`src/rtl/qcw_ramp_sequencer.sv`:
```
// QCW burst sequencer: tracks the resonant feedback period and ramps the bridge
// phase shift over a programmed number of oscillator periods, then cools down.
module qcw_ramp_sequencer #(
  parameter int MIN_PERIOD     = 200,
  parameter int MAX_PERIOD     = 4000,
  parameter int DEFAULT_PERIOD = 1000,
  parameter int GRACE_PERIODS  = 4,
  parameter int HOLDOFF_CYCLES = 50000
) (
  input  logic        clk,
  input  logic        rst,
  input  logic        start,
  input  logic [7:0]  ramp_rate,
  input  logic [15:0] ramp_cycles,
  input  logic        feedback,
  input  logic        period_done,
  output logic        enable,
  output logic        load,
  output logic [11:0] period_value,
  output logic [7:0]  phase_shift,
  output logic        busy,
  output logic        fault
);

  localparam int HOLD_W = $clog2(HOLDOFF_CYCLES + 1);

  typedef enum logic [2:0] {
    S_IDLE,
    S_PRELOAD,
    S_RUN,
    S_STOP,
    S_COOLDOWN
  } state_e;

  state_e state_q, state_d;

  logic [2:0]        fb_pipe_q;
  logic              fb_edge;
  logic [12:0]       fb_cnt_q, fb_cnt_d;
  logic [13:0]       fb_cnt_inc;
  logic              meas_in_range;
  logic [11:0]       meas_period_q, meas_period_d;
  logic              meas_valid_q, meas_valid_d;
  logic              fb_lost;

  logic              enable_q, enable_d;
  logic              load_q, load_d;
  logic [11:0]       period_q, period_d;
  logic [7:0]        phase_q, phase_d;
  logic [15:0]       cyc_cnt_q, cyc_cnt_d;
  logic [HOLD_W-1:0] holdoff_cnt_q, holdoff_cnt_d;
  logic              fault_q, fault_d;

  logic              start_accept;
  logic [8:0]        phase_sum;
  logic [7:0]        phase_sat;
  logic [15:0]       ramp_last;
  logic              fault_cond;

  // Two synchroniser flops plus one history flop for the rising-edge detector.
  always_ff @(posedge clk) begin
    if (rst) begin
      fb_pipe_q <= 3'b000;
    end else begin
      fb_pipe_q <= {fb_pipe_q[1:0], feedback};
    end
  end

  assign fb_edge       = fb_pipe_q[1] & ~fb_pipe_q[2];
  assign fb_cnt_inc    = {1'b0, fb_cnt_q} + 14'd1;
  assign meas_in_range = (fb_cnt_inc >= 14'(MIN_PERIOD)) && (fb_cnt_inc <= 14'(MAX_PERIOD));
  assign fb_lost       = (fb_cnt_q >= 13'(2 * MAX_PERIOD));
  assign start_accept  = (state_q == S_IDLE) && start;

  always_comb begin
    fb_cnt_d      = fb_cnt_q;
    meas_period_d = meas_period_q;
    meas_valid_d  = meas_valid_q;
    if (fb_edge) begin
      fb_cnt_d = 13'd0;
      if (meas_in_range) begin
        meas_period_d = fb_cnt_inc[11:0];
        meas_valid_d  = 1'b1;
      end
    end else if (fb_cnt_q != 13'h1FFF) begin
      fb_cnt_d = fb_cnt_q + 13'd1;
    end
    // A fresh burst must not inherit a measurement taken while idle.
    if (start_accept) begin
      meas_valid_d = 1'b0;
    end
  end

  assign phase_sum  = {1'b0, phase_q} + {1'b0, ramp_rate};
  assign phase_sat  = phase_sum[8] ? 8'hFF : phase_sum[7:0];
  assign ramp_last  = (ramp_cycles == 16'd0) ? 16'd0 : (ramp_cycles - 16'd1);
  assign fault_cond = fb_lost && (cyc_cnt_q >= 16'(GRACE_PERIODS));

  always_comb begin
    state_d       = state_q;
    enable_d      = enable_q;
    load_d        = 1'b0;
    period_d      = period_q;
    phase_d       = phase_q;
    cyc_cnt_d     = cyc_cnt_q;
    holdoff_cnt_d = holdoff_cnt_q;
    fault_d       = fault_q;
    case (state_q)
      S_IDLE: begin
        enable_d = 1'b0;
        if (start) begin
          period_d  = 12'(DEFAULT_PERIOD);
          phase_d   = 8'd0;
          load_d    = 1'b1;
          fault_d   = 1'b0;
          cyc_cnt_d = 16'd0;
          state_d   = S_PRELOAD;
        end
      end
      S_PRELOAD: begin
        enable_d = 1'b1;
        state_d  = S_RUN;
      end
      S_RUN: begin
        // Lost feedback takes priority over a coincident period wrap.
        if (fault_cond) begin
          fault_d  = 1'b1;
          enable_d = 1'b0;
          state_d  = S_STOP;
        end else if (period_done) begin
          if (cyc_cnt_q == ramp_last) begin
            enable_d = 1'b0;
            state_d  = S_STOP;
          end else begin
            load_d    = 1'b1;
            phase_d   = phase_sat;
            cyc_cnt_d = cyc_cnt_q + 16'd1;
            if (meas_valid_q) begin
              period_d = meas_period_q;
            end
          end
        end
      end
      S_STOP: begin
        holdoff_cnt_d = '0;
        state_d       = S_COOLDOWN;
      end
      S_COOLDOWN: begin
        holdoff_cnt_d = holdoff_cnt_q + 1'b1;
        if (holdoff_cnt_q == HOLD_W'(HOLDOFF_CYCLES - 1)) begin
          state_d = S_IDLE;
        end
      end
      default: begin
        state_d  = S_IDLE;
        enable_d = 1'b0;
      end
    endcase
  end

  always_ff @(posedge clk) begin
    if (rst) begin
      state_q       <= S_IDLE;
      fb_cnt_q      <= 13'd0;
      meas_period_q <= 12'd0;
      meas_valid_q  <= 1'b0;
      enable_q      <= 1'b0;
      load_q        <= 1'b0;
      period_q      <= 12'(DEFAULT_PERIOD);
      phase_q       <= 8'd0;
      cyc_cnt_q     <= 16'd0;
      holdoff_cnt_q <= '0;
      fault_q       <= 1'b0;
    end else begin
      state_q       <= state_d;
      fb_cnt_q      <= fb_cnt_d;
      meas_period_q <= meas_period_d;
      meas_valid_q  <= meas_valid_d;
      enable_q      <= enable_d;
      load_q        <= load_d;
      period_q      <= period_d;
      phase_q       <= phase_d;
      cyc_cnt_q     <= cyc_cnt_d;
      holdoff_cnt_q <= holdoff_cnt_d;
      fault_q       <= fault_d;
    end
  end

  assign enable       = enable_q;
  assign load         = load_q;
  assign period_value = period_q;
  assign phase_shift  = phase_q;
  assign busy         = (state_q != S_IDLE);
  assign fault        = fault_q;

  // The oscillator may only be enabled while the ramp is running.
  a_enable_only_in_run: assert property (@(posedge clk) disable iff (rst)
    enable_q == (state_q == S_RUN));

endmodule

```
`config.mk`:
```
export PLATFORM = sky130hd
export DESIGN_NAME = qcw_ramp_sequencer
export DESIGN_NICKNAME = d
export VERILOG_FILES = /design/src/rtl/qcw_ramp_sequencer.sv
export SDC_FILE = /design/constraint.sdc
export NUM_CORES = 1
export LEC_CHECK = 0
export BUFFER_PORTS_ARGS = -buffer_cell sky130_fd_sc_hd__clkbuf_2
export CAP_MARGIN = 15
export CORE_MARGIN = 8
export CORE_UTILIZATION = 40
export DETAILED_ROUTE_END_ITERATION = 8
export GPL_TIMING_DRIVEN = 0
export HOLD_SLACK_MARGIN = 0.15
export PLACE_DENSITY = 0.66
export REMOVE_ABC_BUFFERS = 1
export SLEW_MARGIN = 5
export SYNTH_ARGS = -nofsm -noshare
export SYNTH_HDL_FRONTEND = slang
export SYNTH_SLANG_ARGS = --single-unit
```
`constraint.sdc`:
```
create_clock -name clk -period 4.4 [get_ports clk]
set_input_delay 0.44 -clock clk [delete_from_list [all_inputs] [get_ports clk]]
set_output_delay 0.44 -clock clk [all_outputs]
set_load 0.005 [all_outputs]
```
Word-level counts from Yosys, hierarchy flattened
Index checks and enable logic that the tools add are counted.
{"block": "totals", "input_bits": 29, "word_cells": 95, "register_bits": 87, "output_inout_bits": 24}
{"block": "classes", "n_eq_ne": 16, "n_bitwise": 3, "mux": 37, "n_addsub": 6, "reduce_logical": 17, "n_lt_le_gt_ge": 4}
{"operator": "16-bit 2-to-1 mux", "count": 5}
{"operator": "16-bit case mux with 2 select lines", "count": 2}
{"operator": "12-bit 2-to-1 mux", "count": 5}
{"operator": "8-bit 2-to-1 mux", "count": 5}
{"operator": "16-bit by 1-bit adder with 16-bit output, second input constant", "count": 2}
{"operator": "12-bit case mux with 2 select lines", "count": 1}
{"operator": "16-bit equality test", "count": 1}
{"operator": "16-bit equality test, second input constant", "count": 1}
{"operator": "16-bit by 3-bit >= comparator with 1-bit output, second input constant", "count": 1}
{"operator": "16-bit logical NOT", "count": 1}
{"operator": "8-bit case mux with 2 select lines", "count": 1}
{"operator": "16-bit by 1-bit subtractor with 16-bit output, second input constant", "count": 1}
{"operator": "3-bit 2-to-1 mux", "count": 5}
{"operator": "3-bit case mux with 5 select lines", "count": 1}
{"operator": "13-bit by 1-bit adder with 14-bit output, second input constant", "count": 1}
{"operator": "14-bit by 8-bit >= comparator with 1-bit output, second input constant", "count": 1}
{"operator": "14-bit by 12-bit <= comparator with 1-bit output, second input constant", "count": 1}
{"operator": "2-bit inequality test, second input constant", "count": 7}
{"operator": "13-bit by 1-bit adder with 13-bit output, second input constant", "count": 1}
{"operator": "13-bit >= comparator, second input constant", "count": 1}
{"operator": "13-bit inequality test, second input constant", "count": 1}
{"operator": "8-bit by 8-bit adder with 9-bit output", "count": 1}
{"operator": "1-bit 2-to-1 mux", "count": 9}
{"operator": "3-bit by 2-bit equality test with 1-bit output, second input constant", "count": 2}
{"operator": "17 further kinds", "count": 26}

Longest topological paths before layout
Gate-level depths: netlist of the first run.
{"block": "depth", "ltp_word": 7, "depth_mapped": 14, "ltp_nobuf": 12}

Worst setup path after synthesis of the first run
Ideal clock, no wire load.
{"block": "synth_path", "path_kind": "input to register", "start": "input port ramp_cycles[0]", "end": "register period_q[3] (netlist: period_value[3])", "setup_time_ps": 117, "cell_stages": 14, "n_path_buf": 3, "arrival_time_ps": 3380, "slack_ps": 903, "required_ps": 4283, "cell_sequence": "inv_1 -> ha_1 -> buf_2 -> or3b_1 -> clkbuf_1 -> or4_4 -> xor2_1 -> a2111o_1 -> nand4b_1 -> o211ai_2 -> or3_4 -> and2_4 -> buf_6 -> o22a_1"}
{"block": "synth_via", "elab_chain_len": 5, "word_cells_on_any_way": 6}
{"item": "start, declared", "line_no": "14", "text": "input logic [15:0] ramp_cycles,"}
{"item": "16-bit by 1-bit subtractor with 16-bit output or 16-bit logical NOT (tied branches)", "line_no": "96", "text": "assign ramp_last = (ramp_cycles == 16'd0) ? 16'd0 : (ramp_cycles - 16'd1);"}
{"item": "16-bit 2-to-1 mux (*)", "line_no": "96"}
{"item": "16-bit equality test (*)", "line_no": "131", "text": "if (cyc_cnt_q == ramp_last) begin"}
{"item": "2-bit inequality test (no line) (*)"}
{"item": "6-bit AND reduction (no line) (*)"}
{"item": "end signal, assigned", "line_no": "169", "text": "period_q <= 12'(DEFAULT_PERIOD);"}
{"item": "end signal, assigned", "line_no": "181", "text": "period_q <= period_d;"}
{"item": "end, declared", "line_no": "48", "text": "logic [11:0] period_q, period_d;"}
Every way passes the cells marked *; elsewhere a longest branch is shown, timed or not.
A chain may end at the register's enable or synchronous reset.

Worst setup path in the final report of the first run
{"block": "layout_path", "start": "input port ramp_cycles[7]", "end": "register cyc_cnt_q[6]"}
{"block": "layout_via", "elab_chain_len": 5, "word_cells_on_any_way": 6}
{"item": "16-bit by 1-bit subtractor with 16-bit output or 16-bit logical NOT (tied branches)", "line_no": "96"}
{"item": "16-bit 2-to-1 mux (*)", "line_no": "96"}
{"item": "16-bit equality test (*)", "line_no": "131"}
{"item": "2-bit inequality test (no line) (*)"}
{"item": "5-bit AND reduction (no line) (*)"}
{"item": "end signal, assigned", "line_no": "183", "text": "cyc_cnt_q <= cyc_cnt_d;"}
{"item": "end, declared", "line_no": "50", "text": "logic [15:0] cyc_cnt_q, cyc_cnt_d;"}
Marks and branches as above.

==> results of run 1 <==
## metal layers
metal  GRT usage  vias to the layer above
met2       0.252                       90
met3      0.0320                       19
met4      0.0602                        0
met1       0.186                     2163
met5           0                        -
li1            -                     2294
## Yosys cell counts, drive strengths merged, types with 3 or more instances
master,number
o2bb2ai,8
xor2,10
a311oi,3
nor3,14
inv,28
dfxtp,87
a22o,7
buf,8
o21a,8
ha,14
nor4,13
o22a,6
nand4,17
clkbuf,21
o21ai,28
nand2b,7
nand4b,4
o211ai,5
o31ai,3
nor2,72
and2,6
xnor2,26
or2,10
and3,12
a21oi,42
nand2,44
mux2i,11
nand3,27
or3,15
nor2b,7
or4,8
mux2,3
nor4b,3
a21o,3
## flip-flops by register name, summed over array words and instances, names as in the netlist, 3 cells and up
signal	cells
holdoff_cnt_q	16
period_value	12
fb_pipe_q	3
state_q	3
meas_period_q	12
fb_cnt_q	13
phase_shift	8
cyc_cnt_q	16
## final timing paths
path                                  from                             to  slack, ns  cells after the start
hold / removal                    feedback        fb_pipe_q[0]$_SDFF_PP0_       0.31                      2
hold reg to reg    fb_pipe_q[0]$_SDFF_PP0_        fb_pipe_q[1]$_SDFF_PP0_       0.44                      1
setup / recovery            ramp_cycles[7]      cyc_cnt_q[6]$_SDFFE_PP0P_       0.51                     10
setup reg to reg  fb_cnt_q[0]$_SDFFE_PP0P_  meas_period_q[7]$_SDFFE_PP0P_       1.28                     10
## where the power goes
| part | switching (W) | internal, W | leakage (nW) |
|---|---|---|---|
| logic | 0.000241 | 0.000133 | 1.22 |
| clock network | 0.000330 | 0.000505 | 0.158 |
| registers | 0.0000351 | 0.000818 | 0.703 |
## final cells by class
type                            count  area, um^2
Timing Repair Buffer               53         265
Tap cell                          168         210
Clock inverter                      7         105
Inverter                           28         105
Fill cell                        1185        6410
Multi-Input combinational cell    470        3000
Clock buffer                        9         225
Sequential cell                    87        1740
## logic make-up (layout without fill, tap and decap cells)
family                   count (synthesis)  after routing  share of synthesized area
adder cells (fa/ha/maj)                 15             15                     0.0393
XOR/XNOR                                37             37                     0.0680
flip-flops                              87             87                      0.351
AND/OR/NAND/NOR                        268            268                      0.284
AO/OA/AOI/OAI                          136            136                      0.182
buffers and inverters                   57             97                     0.0466
multiplexers                            14             14                     0.0290
## through the flow
| stage | power (W) | cells | hold slack (ns) |
|---|---|---|---|
| floorplan | 0.00111 | 585 | 0.414 |
| detailed placement | 0.00124 | 806 | 0.431 |
| finish | 0.00206 | 822 | 0.308 |
| global route | 0.00217 | 822 | 0.304 |
| global placement | 0.00123 | 805 | 0.423 |
| CTS | 0.00208 | 822 | 0.302 |
==> impl_metrics.csv, run 1 <==
group,metric,value,unit
place,placedInstanceArea,0.00532,mm^2
worst_setup_path,slowest_delay,0.73,ns
logic_synthesis,ys_ff_latch,87,
place,portBuffers,52,
logic_synthesis,yosysUniqueCellTypes,70,
worst_setup_path,cp.required,4.67,ns
grt,globalRouteOverflowTotal,0,
timing,rsz0062_at_grt,"no",
clock_tree,root_buffer,"clkbuf_16",
timing,setup_tns,0,ns
power_and_ir_drop,powerDensity,365,mW/mm^2
timing,worstMarginPinSlew,0.824,ns
worst_setup_path,path_max_fanout,13,
clock_tree,insertion_delay,0.34,ns
logic_synthesis,ys_seq_area_frac,0.351,
logic_synthesis,synth.top_cell.area_share,0.351,
clock_tree,cts-resized-gates,0,
detailed_routing,met2_length,5700,um
floorplan,ios,53,
worst_setup_path,cp_num_buf_inv,1,
logic_synthesis,synth_top_cell_by_area,"dfxtp_1",
place,place_ws,0.299,ns
clock_tree,cts_tree,"yes",
logic_synthesis,synth_edf_count,0,
place,hpwl,9220,um
floorplan,start_util,0.412,
detailed_routing,routedWlPerCell,14.8,um
detailed_routing,met1_length,5690,um
logic_synthesis,synth.cell_area,0.00497,mm^2
finish,final_cell_mix,"dfxtp_1, nor2_1, clkbuf_2",
timing,timing.final.crit_share,0.884,
timing,final-max-slew-violation-count,0,
detailed_routing,route.met3.wl,515,um
logic_synthesis,synth_area_per_cell,8.09,um^2
worst_setup_path,crit_path_start_kind,"input pin",
detailed_routing,drt-total-wl,12100,um
clock_tree,clkTransAtPathRegs,0.07,ns
grt,grtUsageTotal,0.151,
detailed_routing,drc,0,
timing,hold_violations,0,
floorplan,die_x,127,um
detailed_routing,first_pass_iters,5,
logic_synthesis,yosys-top-cells-area,"dfxtp_1, nor2_1, xnor2_1, a21oi_1, ha_1",
worst_setup_path,worst_path_most_repeated_cell,"a21oi_1",
detailed_routing,drt_iter0_drc,251,
timing,period_needed,3.89,ns
clock_tree,numCtsBuffers,9,
grt,grt_max_degree,39,
floorplan,die_h,127,um
finish,final_util,0.468,
timing,fmax,257,MHz
worst_hold_path,hold_path_class,"in -> reg",
timing,fin_skew,0.00721,ns
power_and_ir_drop,irDropWorstVdd,0.246,mV
flow_run,cap_violations,0,
worst_setup_path,endpoint_kind,"register",
clock_tree,clockBufferDepth,2,
place,gp_congestion,0.885,
timing,timing.final.ws_setup,0.512,ns
logic_synthesis,yosysWarningCount,0,
finish,drive_gt1_frac,0.138,
timing,maxSlewHeadroom,0.447,
finish,final_area,0.00565,mm^2
finish,area_growth,13.7,%
grt,grt_first_pass_wirelength,20300,um
detailed_routing,ant_nets,0,
worst_setup_path,crit_arrival,4.15,ns
detailed_routing,viasPerCell,5.55,
detailed_routing,vias,4566,
logic_synthesis,synthCells,614,
worst_setup_path,critical_path.top_delay_family,"simple AND/OR/NAND/NOR gates",
clock_tree,cts_sinks,87,
logic_synthesis,synthFlopType,"dfxtp_1",
grt,grt_pass1_vias,4323,
clock_tree,hold_buffers,0,
detailed_routing,routed.top_layer,"met4",
finish,layout.nets,693,
finish,final_common_cell,"dfxtp_1",
floorplan,core,0.0121,mm^2
floorplan,rows,40,
clock_tree,htree_levels,3,
logic_synthesis,async_flop_share,0,
clock_tree,post_cts_buffers,0,
power_and_ir_drop,power.leakage,2.08,nW
outcome,outcome,"finished, final reports clean",
worst_setup_path,slowest_stage,"nor4_1",
grt,antenna_found_initial,0,
worst_setup_path,worstSetupPathType,"in -> reg",
finish,antenna-diode-count,0,
floorplan,dieArea,0.0162,mm^2
worst_setup_path,crit_chain,"clkbuf_2 > nor4_1 > nand3_1 > nor2_1 > a21oi_1 > o311ai_0 > nand4_1 > o21ai_1 > o21ai_0 > a21oi_1",
timing,finalSetupViolations,0,
(Power assumes the default switching activity.)
==> inputs of run 2 (changes only) <==
- ABC_AREA: unset -> 1
- RECOVER_POWER: unset -> 50
- SLEW_MARGIN: 5 -> 0
==> impl_metrics.csv, run 2 <==
group,metric,value,unit
logic_synthesis,yosys-top-cells-area,"dfxtp_1, nand2_1, nand3_1, inv_1, nor2_1",
place,hpwl,9610,um
worst_setup_path,worst_path_most_repeated_cell,"nand2_1",
finish,final_util,0.456,
floorplan,start_util,0.411,
grt,antenna_found_initial,0,
logic_synthesis,synth.cell_area,0.00544,mm^2
place,gp_congestion,0.854,
detailed_routing,drt-total-wl,13200,um
logic_synthesis,synth_common_cells,"nand2_1, inv_1, nor2_1, nand3_1, dfxtp_1",
floorplan,die_x,133,um
finish,layout.nets,931,
grt,use_met2,0.258,
worst_setup_path,crit_chain,"clkbuf_2 > inv_1 > ha_1 > nand2_1 > nor2_1 > nand2_1 > nand3_1 > nand2_1 > nand2_1 > inv_1 > nand2_1 > nor2_1 > nand2_1 > nor2_1 > nand3_2 > nand3_1 > nand2_1 > inv_1 > nor2_1",
worst_hold_path,hold_path_class,"in -> reg",
detailed_routing,drt_iter0_drc,312,
timing,rsz0062_at_grt,"no",
flow_run,cap_violations,0,
clock_tree,insertion_delay,0.34,ns
timing,fmax,263,MHz
floorplan,dieArea,0.0176,mm^2
worst_setup_path,crit_path_start_kind,"input pin",
logic_synthesis,async_flop_share,0,
logic_synthesis,synthMuxAreaShare,0,
clock_tree,clkTransAtPathRegs,0.06,ns
logic_synthesis,yosysUniqueCellTypes,38,
finish,drive_gt1_frac,0.0774,
logic_synthesis,synth_edf_count,0,
timing,worstMarginPinSlew,1.20,ns
clock_tree,post_cts_buffers,0,
power_and_ir_drop,power.leakage,2.50,nW
logic_synthesis,synthSimpleGateAreaFrac,0.383,
worst_setup_path,path_max_fanout,33,
timing,timing.final.crit_share,0.863,
logic_synthesis,synth_top_family_by_area,"simple AND/OR/NAND/NOR gates",
worst_setup_path,crit_arrival,4.02,ns
timing,finalSetupViolations,0,
clock_tree,htree_levels,3,
floorplan,die_h,133,um
grt,globalRouteOverflowTotal,0,
power_and_ir_drop,powerDensity,388,mW/mm^2
timing,maxSlewHeadroom,0.202,
place,portBuffers,52,
grt,busiest_layer,"met2",
floorplan,core,0.0132,mm^2
timing,hold_violations,0,
logic_synthesis,synth.top_cell.area_share,0.320,
worst_setup_path,slowest_stage,"nand2_1",
clock_tree,hold_buffers,0,
grt,grt_first_pass_wirelength,22800,um
clock_tree,cts_sinks,87,
outcome,outcome,"finished, final reports clean",
worst_setup_path,endpoint_kind,"register",
clock_tree,cts-resized-gates,0,
worst_setup_path,cp.required,4.63,ns
logic_synthesis,synth_area_per_cell,6.35,um^2
finish,largestRegisters,"cyc_cnt_q (16), holdoff_cnt_q (16), fb_cnt_q (13)",
grt,grt_max_degree,38,
logic_synthesis,synth-adder-area-share,0.0359,
timing,final-max-slew-violation-count,0,
logic_synthesis,yosysWarningCount,0,
logic_synthesis,ys_seq_area_frac,0.320,
logic_synthesis,synth_top_cell_by_area,"dfxtp_1",
power_and_ir_drop,irDropWorstVdd,0.182,mV
finish,area_growth,11.0,%
logic_synthesis,synthXorXnorAreaFrac,0.0451,
finish,final_cell_mix,"nand2_1, inv_1, nor2_1",
logic_synthesis,synth_compound_area_frac,0.106,
worst_setup_path,critical_path.top_delay_family,"simple AND/OR/NAND/NOR gates",
logic_synthesis,synth_most_common_cell,"nand2_1",
clock_tree,root_buffer,"clkbuf_16",
detailed_routing,viasPerCell,5.00,
logic_synthesis,synthFlopType,"dfxtp_1",
worst_setup_path,slowest_delay,0.67,ns
finish,antenna-diode-count,0,
detailed_routing,ant_nets,0,
clock_tree,clockBufferDepth,2,
detailed_routing,drc,0,
logic_synthesis,ys_ff_latch,87,
timing,setup_tns,0,ns
detailed_routing,routedWlPerCell,12.3,um
clock_tree,numCtsBuffers,9,
grt,grt_use_met3,0.0337,
detailed_routing,first_pass_iters,5,
worst_setup_path,cp_num_buf_inv,4,
finish,final_common_cell,"nand2_1",
floorplan,rows,42,
detailed_routing,vias,5339,
floorplan,ios,53,
power_and_ir_drop,p_total,0.00235,W
logic_synthesis,synthCells,856,
grt,grtUsageTotal,0.151,
worst_setup_path,worstSetupPathType,"in -> reg",
timing,fin_skew,0.0121,ns
grt,grt_pass1_vias,5074,
timing,period_needed,3.80,ns
grt,use_met1,0.184,
clock_tree,cts_tree,"yes",
## run 2: changes by cell type after synthesis, moves of 16 or more
cell	delta
a21oi_1	+20
inv_1	+83
nand2_1	+169
nand3_1	+61
nand4_1	+17
nor2_1	+28
xnor2_1	-24
xor2_1	+16
## run 2: kinds of logic after synthesis
family	Yosys count
AO/OA/AOI/OAI	102
AND/OR/NAND/NOR	476
flip-flops	87
adder cells (fa/ha/maj)	15
buffers and inverters	148
XOR/XNOR	28
## run 2: layout make-up
| type | instances | area [um^2] |
|---|---|---|
| Clock buffer | 13 | 260 |
| Clock inverter | 3 | 17.5 |
| Fill cell | 1441 | 7200 |
| Inverter | 114 | 428 |
| Multi-Input combinational cell | 621 | 3100 |
| Sequential cell | 87 | 1740 |
| Tap cell | 176 | 220 |
| Timing Repair Buffer | 54 | 269 |
## run 2: final timing paths
kind	start	to	slack, ns	cells past startpoint
setup / recovery	ramp_cycles[0]	period_value[0]$_SDFFE_PP0P_	0.60	19
hold / removal	feedback	fb_pipe_q[0]$_SDFF_PP0_	0.29	3
setup reg to reg	state_q[0]$_SDFFE_PP0P_	period_value[0]$_SDFFE_PP0P_	0.82	8
hold reg to reg	fb_pipe_q[0]$_SDFF_PP0_	fb_pipe_q[1]$_SDFF_PP0_	0.40	2
## run 2: power breakdown
part | internal (W) | switching [W]
logic | 0.000236 | 0.000456
clock network | 0.000412 | 0.000302
registers | 0.000872 | 0.0000666
total | 0.00152 | 0.000825
## run 2: metrics by stage
step / hold WS (ns) / area (um^2) / std cells / setup slack [ns]
floorplan: 0.388 / 5270 / 822 / 1.31
global placement: 0.392 / 5750 / 1050 / 0.237
detailed placement: 0.393 / 5780 / 1052 / 0.246
CTS: 0.268 / 6060 / 1068 / 0.595
global route: 0.321 / 6040 / 1068 / 0.179
finish: 0.287 / 6040 / 1068 / 0.604
## run 2: worst reg2reg max path, delay by kind of cell (launching register included)
family / cells / cell delay [ns]
buf+inv: 2 / 0.84
flops: 1 / 0.35
simple gates: 6 / 2.29
## run 2: layer usage
metal | vias to the layer above | wire (um)
li1 | 2849 | -
met4 | 0 | 108
met1 | 2399 | 6430
met3 | 9 | 496
met2 | 82 | 6140
met5 | - | 0
==> inputs of run 3 (changes only) <==
- CORE_UTILIZATION: 40 -> 60
- PLACE_DENSITY: 0.66 -> 0.89
==> impl_metrics.csv, run 3 (synthesized netlist as in run 2, its figures left out) <==
group,metric,value,unit
worst_setup_path,crit_arrival,3.94,ns
worst_setup_path,path_max_fanout,33,
detailed_routing,routedWlPerCell,12.9,um
floorplan,start_util,0.621,
grt,grt_pass1_vias,5069,
power_and_ir_drop,power.leakage,2.46,nW
grt,antenna_found_initial,0,
worst_hold_path,hold_path_class,"in -> reg",
finish,layout.nets,931,
place,placed_cells,983,
worst_setup_path,crit_path_start_kind,"input pin",
clock_tree,insertion_delay,0.37,ns
clock_tree,htree_levels,3,
finish,final_common_cell,"nand2_1",
floorplan,die_x,111,um
finish,drive_gt1_frac,0.0774,
power_and_ir_drop,p_total,0.00220,W
floorplan,dieArea,0.0124,mm^2
worst_setup_path,cp_num_buf_inv,4,
clock_tree,post_cts_buffers,0,
floorplan,core,0.00876,mm^2
timing,fin_skew,0.0193,ns
timing,maxSlewHeadroom,0.373,
floorplan,die_h,111,um
detailed_routing,drc,0,
grt,globalRouteOverflowTotal,0,
timing,period_needed,3.67,ns
grt,grt_first_pass_wirelength,21500,um
power_and_ir_drop,powerDensity,375,mW/mm^2
clock_tree,cts-resized-gates,0,
outcome,outcome,"finished, final reports clean",
finish,final_cell_mix,"nand2_1, inv_1, nor2_1",
worst_setup_path,cp.required,4.66,ns
detailed_routing,first_pass_iters,5,
detailed_routing,vias,5499,
timing,rsz0062_at_grt,"no",
floorplan,rows,34,
power_and_ir_drop,irDropWorstVdd,0.289,mV
finish,final_cell_count_no_fill,1000,
timing,setup_tns,0,ns
worst_setup_path,reg2reg_slack,0.86,ns
worst_setup_path,worst_path_most_repeated_cell,"nand2_1",
timing,timing.final.crit_share,0.835,
finish,area_growth,8.01,%
timing,worstMarginPinSlew,0.941,ns
timing,final-max-slew-violation-count,0,
grt,grtUsageTotal,0.198,
timing,hold_ws,0.259,ns
place,gp_congestion,0.947,
clock_tree,root_buffer,"clkbuf_8",
place,hpwl,9270,um
place,placedInstanceArea,0.00567,mm^2
finish,final_area,0.00587,mm^2
finish,fillers,811,
detailed_routing,viasPerCell,5.50,
worst_setup_path,critical_path.top_delay_family,"simple AND/OR/NAND/NOR gates",
floorplan,ios,53,
worst_setup_path,crit_chain,"clkbuf_2 > inv_1 > ha_1 > nand2_1 > nor2_1 > nand2_1 > nand3_1 > nand2_1 > nand2_1 > inv_1 > nand2_1 > nor2_1 > nand2_1 > nor2_1 > nand3_2 > nand3_1 > nand2_1 > inv_1 > nor2_1",
timing,finalSetupViolations,0,
place,portBuffers,52,
clock_tree,cts_tree,"yes",
grt,grt_max_degree,56,
finish,largestRegisters,"cyc_cnt_q (16), holdoff_cnt_q (16), fb_cnt_q (13)",
timing,hold_violations,0,
worst_setup_path,slowest_stage,"nand3_1",
worst_setup_path,worstSetupPathType,"in -> reg",
clock_tree,clockBufferDepth,2,
clock_tree,cts_sinks,87,
worst_setup_path,endpoint_kind,"register",
timing,fmax,272,MHz
worst_setup_path,slowest_delay,0.65,ns
clock_tree,hold_buffers,0,
detailed_routing,drt-total-wl,12900,um
detailed_routing,ant_nets,0,
clock_tree,clkTransAtPathRegs,0.09,ns
finish,antenna-diode-count,0,
clock_tree,numCtsBuffers,9,
detailed_routing,drt_iter0_drc,381,
flow_run,cap_violations,0,
[run 3: cell type report]
type                            count  area, um^2  share of cell area
Clock inverter                      5        57.6             0.00980
Inverter                          114         428              0.0729
Multi-Input combinational cell    621        3100               0.528
Sequential cell                    87        1740               0.297
Timing Repair Buffer               54         268              0.0456
Tap cell                          108         135              0.0230
Clock buffer                       11         141              0.0241
[run 3: power by group]
part	switching [W]	internal, W
Clock	0.000286	0.000278
Combinational	0.000466	0.000236
Sequential	0.0000657	0.000871
[run 3: worst reg2reg max path, stage by stage (launching register included)]
cell     delay [ns]
dfxtp_1        0.35
nor2_1         0.23
nand2_1        0.45
inv_1          0.77
nand3_2        0.78
nand3_1        0.65
nand2_1        0.11
inv_1          0.07
nor2_1         0.04
[run 3: layer usage]
| layer | track usage | up-vias | wire, um | share of wire |
|---|---|---|---|---|
| li1 | - | 2846 | - | - |
| met1 | 0.221 | 2492 | 5600 | 0.44 |
| met2 | 0.361 | 141 | 6360 | 0.49 |
| met3 | 0.0438 | 20 | 722 | 0.056 |
| met4 | 0.0684 | 0 | 183 | 0.014 |
| met5 | 0 | - | 0 | 0 |
[run 3: metrics by stage]
step | worst slack (ns) | utilization
2_1_floorplan | 1.31 | -
3_3_place_gp | 0.426 | 0.647
3_5_place_dp | 0.339 | 0.647
4_1_cts | 0.702 | 0.670
5_1_grt | 0.311 | 0.670
6_report | 0.726 | 0.670
[run 3: path summary, 6_finish.rpt]
path         depth (start not counted)                            to                     from
max                                 19  period_value[2]$_SDFFE_PP0P_           ramp_cycles[0]
min                                  3       fb_pipe_q[0]$_SDFF_PP0_                 feedback
max reg2reg                          8  period_value[2]$_SDFFE_PP0P_  state_q[0]$_SDFFE_PP0P_
min reg2reg                          2       fb_pipe_q[1]$_SDFF_PP0_  fb_pipe_q[0]$_SDFF_PP0_
